$ cat config.mk
export PLATFORM = sky130hd
export DESIGN_NAME = fifo_rd_fwft_adapter_flat
export DESIGN_NICKNAME = d
export VERILOG_FILES = /design/src/rtl/fifo_rd_fwft_adapter_if.sv /design/src/rtl/fifo_rd_fwft_adapter.sv /design/src/flat_wrapper.sv
export SDC_FILE = /design/constraint.sdc
export NUM_CORES = 1
export LEC_CHECK = 0
export ABC_AREA = 1
export CAP_MARGIN = 30
export CORE_MARGIN = 3
export CORE_UTILIZATION = 45
export DETAILED_ROUTE_END_ITERATION = 10
export GPL_TIMING_DRIVEN = 1
export PLACE_DENSITY = 0.68
export REMOVE_ABC_BUFFERS = 1
export SYNTH_ARGS = -nofsm -noshare
export SYNTH_HDL_FRONTEND = slang
export SYNTH_SLANG_ARGS = --single-unit
export TNS_END_PERCENT = 30
$ cat constraint.sdc
create_clock -name CLK -period 1.73 [get_ports CLK]
set_clock_uncertainty 0.2 [all_clocks]
set_input_delay 0.346 -clock CLK [delete_from_list [all_inputs] [get_ports CLK]]
set_output_delay 0.346 -clock CLK [all_outputs]
set_load 0.1 [all_outputs]
$ cat src/rtl/fifo_rd_fwft_adapter_if.sv
// Handshake bundle between the FIFO36K read port, the FWFT adapter and its downstream consumer.
interface fifo_rd_fwft_adapter_if #(
   parameter int DATA_WIDTH = 36
);
   logic                  FIFO_EMPTY;
   logic                  FIFO_UNDERFLOW;
   logic [DATA_WIDTH-1:0] FIFO_RD_DATA;
   logic                  FIFO_RD_EN;
   logic [DATA_WIDTH-1:0] O_DATA;
   logic                  O_VALID;
   logic                  O_READY;
   logic [1:0]            LEVEL;
   logic                  ERR;

   // Environment side: FIFO flags/data and downstream ready.
   modport master (
      output FIFO_EMPTY, FIFO_UNDERFLOW, FIFO_RD_DATA, O_READY,
      input  FIFO_RD_EN, O_DATA, O_VALID, LEVEL, ERR
   );

   // Adapter side.
   modport slave (
      input  FIFO_EMPTY, FIFO_UNDERFLOW, FIFO_RD_DATA, O_READY,
      output FIFO_RD_EN, O_DATA, O_VALID, LEVEL, ERR
   );
endinterface

$ cat src/rtl/fifo_rd_fwft_adapter.sv
// Standard-mode FIFO read port to first-word-fall-through stream, using a 3-entry
// credit-managed elastic buffer so FIFO_RD_EN never depends on O_READY.
module fifo_rd_fwft_adapter #(
   parameter int DATA_WIDTH = 36
) (
   input  logic                     CLK,
   input  logic                     RESET,
   input  logic                     FLUSH,
   fifo_rd_fwft_adapter_if.slave    bus
);

   if (!(DATA_WIDTH == 9 || DATA_WIDTH == 18 || DATA_WIDTH == 36)) begin : g_bad_width
      $error("fifo_rd_fwft_adapter: DATA_WIDTH must be 9, 18 or 36");
   end

   logic [DATA_WIDTH-1:0] mem_q [3];
   logic [DATA_WIDTH-1:0] mem_d [3];
   logic [1:0]            wr_ptr_q, wr_ptr_d;
   logic [1:0]            rd_ptr_q, rd_ptr_d;
   logic [1:0]            count_q, count_d;
   logic                  inflight_q, inflight_d;
   logic                  err_q, err_d;

   logic                  rd_en_s;
   logic                  pop_s;
   logic                  push_s;
   logic                  overflow_s;
   logic [DATA_WIDTH-1:0] head_s;

   function automatic logic [1:0] ptr_inc(input logic [1:0] p);
      logic [1:0] r;
      case (p)
         2'd0:    r = 2'd1;
         2'd1:    r = 2'd2;
         default: r = 2'd0;
      endcase
      return r;
   endfunction

   // Credit check uses registered state only; RESET gating keeps the FIFO idle while held in reset.
   always_comb begin
      rd_en_s    = RESET & ~FLUSH & ~bus.FIFO_EMPTY &
                   (({1'b0, count_q} + {2'b00, inflight_q}) < 3'd3);
      pop_s      = (count_q != 2'd0) & bus.O_READY;
      overflow_s = inflight_q & (count_q == 2'd3);
      push_s     = inflight_q & ((count_q != 2'd3) | pop_s);
   end

   // Head-of-buffer mux; pointer value 3 is never reached.
   always_comb begin
      case (rd_ptr_q)
         2'd0:    head_s = mem_q[0];
         2'd1:    head_s = mem_q[1];
         2'd2:    head_s = mem_q[2];
         default: head_s = {DATA_WIDTH{1'b0}};
      endcase
   end

   // Next-state for buffer, pointers, credit and sticky error.
   always_comb begin
      mem_d      = mem_q;
      wr_ptr_d   = wr_ptr_q;
      rd_ptr_d   = rd_ptr_q;
      count_d    = count_q;
      inflight_d = rd_en_s;
      err_d      = err_q | bus.FIFO_UNDERFLOW;
      if (FLUSH) begin
         wr_ptr_d   = 2'd0;
         rd_ptr_d   = 2'd0;
         count_d    = 2'd0;
         inflight_d = 1'b0;
      end else begin
         err_d = err_q | bus.FIFO_UNDERFLOW | overflow_s;
         if (push_s) begin
            mem_d[wr_ptr_q] = bus.FIFO_RD_DATA;
            wr_ptr_d        = ptr_inc(wr_ptr_q);
         end else begin
            wr_ptr_d = wr_ptr_q;
         end
         if (pop_s) begin
            rd_ptr_d = ptr_inc(rd_ptr_q);
         end else begin
            rd_ptr_d = rd_ptr_q;
         end
         case ({push_s, pop_s})
            2'b10:   count_d = count_q + 2'd1;
            2'b01:   count_d = count_q - 2'd1;
            default: count_d = count_q;
         endcase
      end
   end

   // State registers with asynchronous active-low reset.
   always_ff @(posedge CLK or negedge RESET) begin
      if (!RESET) begin
         mem_q[0]   <= {DATA_WIDTH{1'b0}};
         mem_q[1]   <= {DATA_WIDTH{1'b0}};
         mem_q[2]   <= {DATA_WIDTH{1'b0}};
         wr_ptr_q   <= 2'd0;
         rd_ptr_q   <= 2'd0;
         count_q    <= 2'd0;
         inflight_q <= 1'b0;
         err_q      <= 1'b0;
      end else begin
         mem_q      <= mem_d;
         wr_ptr_q   <= wr_ptr_d;
         rd_ptr_q   <= rd_ptr_d;
         count_q    <= count_d;
         inflight_q <= inflight_d;
         err_q      <= err_d;
      end
   end

   assign bus.FIFO_RD_EN = rd_en_s;
   assign bus.O_VALID    = (count_q != 2'd0);
   assign bus.O_DATA     = head_s;
   assign bus.LEVEL      = count_q;
   assign bus.ERR        = err_q;

endmodule

$ cat src/flat_wrapper.sv
// flat-port wrapper written by rule: the top's interface ports become plain ports
module fifo_rd_fwft_adapter_flat 
#(
   parameter int DATA_WIDTH = 36
)
  (CLK, RESET, FLUSH, bus_FIFO_EMPTY, bus_FIFO_UNDERFLOW, bus_FIFO_RD_DATA, bus_O_READY, bus_FIFO_RD_EN, bus_O_DATA, bus_O_VALID, bus_LEVEL, bus_ERR);
  fifo_rd_fwft_adapter_if #(.DATA_WIDTH(DATA_WIDTH)) bus_i ();
  input  logic CLK;
  input  logic RESET;
  input  logic FLUSH;
  input wire logic [$bits(bus_i.FIFO_EMPTY)-1:0] bus_FIFO_EMPTY;
  input wire logic [$bits(bus_i.FIFO_UNDERFLOW)-1:0] bus_FIFO_UNDERFLOW;
  input wire logic [$bits(bus_i.FIFO_RD_DATA)-1:0] bus_FIFO_RD_DATA;
  input wire logic [$bits(bus_i.O_READY)-1:0] bus_O_READY;
  output wire logic [$bits(bus_i.FIFO_RD_EN)-1:0] bus_FIFO_RD_EN;
  output wire logic [$bits(bus_i.O_DATA)-1:0] bus_O_DATA;
  output wire logic [$bits(bus_i.O_VALID)-1:0] bus_O_VALID;
  output wire logic [$bits(bus_i.LEVEL)-1:0] bus_LEVEL;
  output wire logic [$bits(bus_i.ERR)-1:0] bus_ERR;
  assign bus_i.FIFO_EMPTY = bus_FIFO_EMPTY;
  assign bus_i.FIFO_UNDERFLOW = bus_FIFO_UNDERFLOW;
  assign bus_i.FIFO_RD_DATA = bus_FIFO_RD_DATA;
  assign bus_i.O_READY = bus_O_READY;
  assign bus_FIFO_RD_EN = bus_i.FIFO_RD_EN;
  assign bus_O_DATA = bus_i.O_DATA;
  assign bus_O_VALID = bus_i.O_VALID;
  assign bus_LEVEL = bus_i.LEVEL;
  assign bus_ERR = bus_i.ERR;
  fifo_rd_fwft_adapter #(.DATA_WIDTH(DATA_WIDTH)) u_core (.CLK(CLK), .RESET(RESET), .FLUSH(FLUSH), .bus(bus_i));
endmodule
==> results, run 1 <==
- The flow ran to the end, but the final reports show violations.
- The final reports fail on setup timing.
- Of the synthesized area, sequential elements account for a little over half.
- 0 antenna diodes ended up in the layout.
- Once detailed placement completed, the half-perimeter wirelength came to 8135 um.
- The signal on the critical path passes through nor2_4, buf_12, clkbuf_16, nand2_1, nand3_2, buf_12.
- Of the cells placed in the final design, the portion with a size suffix greater than 1 is between 40% and 50%.
- Setup violations remaining at the end of the flow were counted as 39.
- The kind of start point of the critical path is a flop.
- The deepest clock path buffer count is 2.
- The overall overflow remaining after global route is 0.
- The layout has 844 filler cells.
- The congestion estimate from routability-driven global placement came to 0.8152.
- The max capacitance violation total is 0.
- The final route contains ~4,600 vias.
- Setup repair after global routing could not meet its margin everywhere.
- Clock-pin slew was measured on the worst setup and hold paths at roughly 50 ps.
- The floorplan step defined a die boundary enclosing 13,670 um^2.
- At the worst endpoint, the required time is 1180 ps.
- The routed wire length is between 10,000 and 15,000 um.
- The kind of path behind the tightest hold check is reg2reg.
- The TritonCTS clock tree is yes.
- By area the synthesized netlist is led by sky130_fd_sc_hd__dfrtp_1 (52%), sky130_fd_sc_hd__o21ai_2 (14%), sky130_fd_sc_hd__nand2_1 (13%), sky130_fd_sc_hd__nand3_1 (7.0%), sky130_fd_sc_hd__buf_6 (4.3%).
- Data arrives at the worst endpoint at 1680 ps.
- For this run, the number of standard cells in the final layout without fillers is between 800 and 900.
- The deepest level of the CTS H-tree is 4.
- After layout, the worst setup slack is -499.7 ps.
- The largest total area in the synthesized netlist belongs to sky130_fd_sc_hd__dfrtp_1.
- The clock reaches the later pin of the worst-skew pair after 410 ps.
- The number of pins exceeding their max-slew limit in the final report came to 0.
- After technology mapping, the gate count stands at 600.
- The synthesized area per cell is 9.226 um^2.
- The most repeated library cell on the critical path is sky130_fd_sc_hd__buf_12.
- The power per cell area is 1693 nW/um^2.
- The clock tree root buffer cell is sky130_fd_sc_hd__clkbuf_16.
- The first routing iteration left 364 violations.
- Yosys mapped the design onto 21 distinct sky130hd cell types.
- The count of warnings emitted by yosys is 0.
- After synthesis the netlist holds a flip-flop and latch count of between 100 and 150.
- The count of buffers from port buffering is 82.
- Pin placement for this block handled 83 I/O pins.
- Subtracting the final worst setup slack from the clock period gives roughly 2200 ps.
- The placed standard-cell area is 7008 um^2.
- The total number of placement rows is 39.
- Derived from the worst setup path, the maximum achievable clock frequency is 0.4485 GHz.
- The initial utilization of the core area, before any placement, comes to between 40% and 50%.
- The largest net degree at the start of global routing is around 120.
- The post-synth design cell area is 5535 um^2.
- The worst voltage drop across the vdd grid is between 1000 and 1500 uV.
- In the final layout, the multi-input gates occupy 2649 um^2.
- From synthesis to final layout, the design area changed by 50.16%.
- The total DRC errors in the routed layout is 0.
- Once detail routing completed, the nets flagged for antenna violations numbered 0.
- The actual slew at the worst max-slew pin is 635.3 ps.
- The worst setup path is of the reg2out kind.
- The net count reported at finish is between 700 and 800.
- STA classifies the critical path endpoint as an output port.
- The via count of the first global-routing pass is 4,526.
- The via-per-instance ratio is 5.274.
- Including well taps, the total number of placed cells is 822.
- The slowest stage of the critical path belongs to the cell sky130_fd_sc_hd__dfrtp_2.
- The relative max-transition margin is about 58%.
- The worst hold-check slack is 278.7 ps.
- The initial antenna violation count is 0.
- The region available for standard cell placement spans 11,710 um^2.
- The storage element area is 2905 um^2.
- The x dimension of the die is ~120 um.
- The top cell types in the final layout, fill and taps aside, are sky130_fd_sc_hd__nand2_1 (151), sky130_fd_sc_hd__dfrtp_1 (114), sky130_fd_sc_hd__o21ai_2 (86).
- The final-report hold violation count is 0.
- The first-pass GRT wire length is 21,820 um.
- Once layout is complete, the utilization of the core stands at between 70% and 80%.
- The die boundary height is around 120 um.
- The average wire per cell in the routed design is between 15 and 20 um.
- The largest single stage delay on the critical path is 460 ps.
- In this run the static leakage power is about 4 nW.
- The total iterations of the first detailed-routing run is 5.
- In the global route stage, overall resource usage came out at 20.93%.
- The clock net sink count is 116.
- The CTS buffer count is 17.
- The library cell used most frequently in the layout, excluding fill and tap cells, is sky130_fd_sc_hd__nand2_1.
- The maximum fanout encountered on the critical timing path is 10.
- The summed area of non-filler cells in the final layout is 8312 um^2.
- The final clock period utilization by the worst path is 128.9%.
- The top cell type's share of synthesized area is between 50% and 60%.
==> metal layers <==
| metal | part of all wire [%] | global-route usage [%] | vias to the layer above |
|---|---|---|---|
| met5 | 0 | 0 | - |
| met4 | 1.8 | 8.716 | 0 |
| met3 | 4.9 | 5.141 | 16 |
| met2 | 51 | 33.79 | 144 |
| met1 | 42 | 27.11 | 2218 |
| li1 | - | - | 2189 |
==> cell families (layout without fill, tap and decap cells) <==
| logic type | count (synthesis) | count (layout) | share of synthesized area (%) |
|---|---|---|---|
| and+or+nand+nor | 284 | 284 | 22.13 |
| AOI/OAI and AO/OA | 118 | 118 | 16.55 |
| DFF | 116 | 116 | 52.44 |
| buffers and inverters | 80 | 203 | 8.431 |
| adders and majority gates | 2 | 2 | 0.4520 |
==> state kept, by name, summed over array words and instances (netlist names) <==
name and flops:
u_core.mem_q 108, u_core.bus.ERR 1, u_core.wr_ptr_q 2, u_core.inflight_q 1, u_core.bus.LEVEL 2, u_core.rd_ptr_q 2
==> cell type report <==
| cell class | count | area share [%] |
|---|---|---|
| Clock inverter | 3 | 0.1806 |
| Sequential cell | 116 | 34.95 |
| Clock buffer | 28 | 6.578 |
| Inverter | 46 | 2.198 |
| Multi-Input combinational cell | 404 | 31.87 |
| Timing Repair Buffer | 126 | 22.07 |
| Tap cell | 143 | 2.153 |
==> through the flow <==
stage	total power [mW]	TNS, ps	worst slack [ps]
2_1_floorplan	7.545	-108280	-1816
3_3_place_gp	9.958	-23450	-211.5
3_5_place_dp	10.03	-23130	-246.3
4_1_cts	13.68	-15840	-519.1
5_1_grt	14.60	-19440	-559.3
6_report	14.07	-17250	-499.7
==> power breakdown <==
part / internal [mW] / switching, mW / leakage (nW)
logic: 2.65 / 4.55 / 2.26
clock network: 2.12 / 1.15 / 0.282
registers: 3.22 / 0.378 / 1.54
==> synth_stat cells <==
master                     instances
sky130_fd_sc_hd__nand3_1          77
sky130_fd_sc_hd__buf_2             7
sky130_fd_sc_hd__a21oi_1           2
sky130_fd_sc_hd__inv_2             3
sky130_fd_sc_hd__clkbuf_1          5
sky130_fd_sc_hd__inv_1            43
sky130_fd_sc_hd__nand2_1         190
sky130_fd_sc_hd__nor2_4            1
sky130_fd_sc_hd__buf_1             1
sky130_fd_sc_hd__dfrtp_1         116
sky130_fd_sc_hd__ha_1              2
sky130_fd_sc_hd__nand2_4           4
sky130_fd_sc_hd__o31ai_1           1
sky130_fd_sc_hd__nand4_1           1
sky130_fd_sc_hd__nor2_1            9
sky130_fd_sc_hd__nor2_8            1
sky130_fd_sc_hd__nand3_2           1
sky130_fd_sc_hd__o21ai_0           7
sky130_fd_sc_hd__o21ai_2          86
sky130_fd_sc_hd__buf_6            21
sky130_fd_sc_hd__o21ai_1          22
==> final timing paths <==
| path | startpoint | to | slack (ps) | cells past startpoint |
|---|---|---|---|---|
| setup / recovery | u_core.rd_ptr_q[0] | bus_O_DATA[35] | -500 | 6 |
| hold / removal | u_core.mem_q[82] | u_core.mem_q[82] | 280 | 2 |
| setup reg to reg | u_core.bus.LEVEL[0] | u_core.inflight_q | -430 | 12 |
| hold reg to reg | u_core.mem_q[82] | u_core.mem_q[82] | 280 | 2 |
| max in group asynchronous | RESET | u_core.rd_ptr_q[1] | 350 | 3 |
| min in group asynchronous | RESET | u_core.mem_q[67] | 450 | 3 |
==> worst max-delay path: cells and delay by family, from the launching register on <==
family	cells	cell delay (ps)
buffers and inverters	3	490
DFF	1	460
and+or+nand+nor	3	300
==> repair_timing <==
action	4_1_cts	5_1_grt
hold buffers	1	0
cloned	1	2
setup endpoints to repair	38	39
buffers inserted	8	1
pin swaps	14	27
endpoints found under the hold margin	116	0
gates resized for setup	79	62
Power figures use the tool's default switching activity.
==> run 2, diff against run 1 <==
--- a/config.mk
+++ b/config.mk
@@ -11,6 +11,7 @@
 export CORE_UTILIZATION = 45
 export DETAILED_ROUTE_END_ITERATION = 10
 export GPL_TIMING_DRIVEN = 1
+export HOLD_SLACK_MARGIN = 0.05
 export PLACE_DENSITY = 0.68
 export REMOVE_ABC_BUFFERS = 1
 export SYNTH_ARGS = -nofsm -noshare
==> results of run 2 <==
No change in the layout: final DEF, timing and power equal those of run 1.
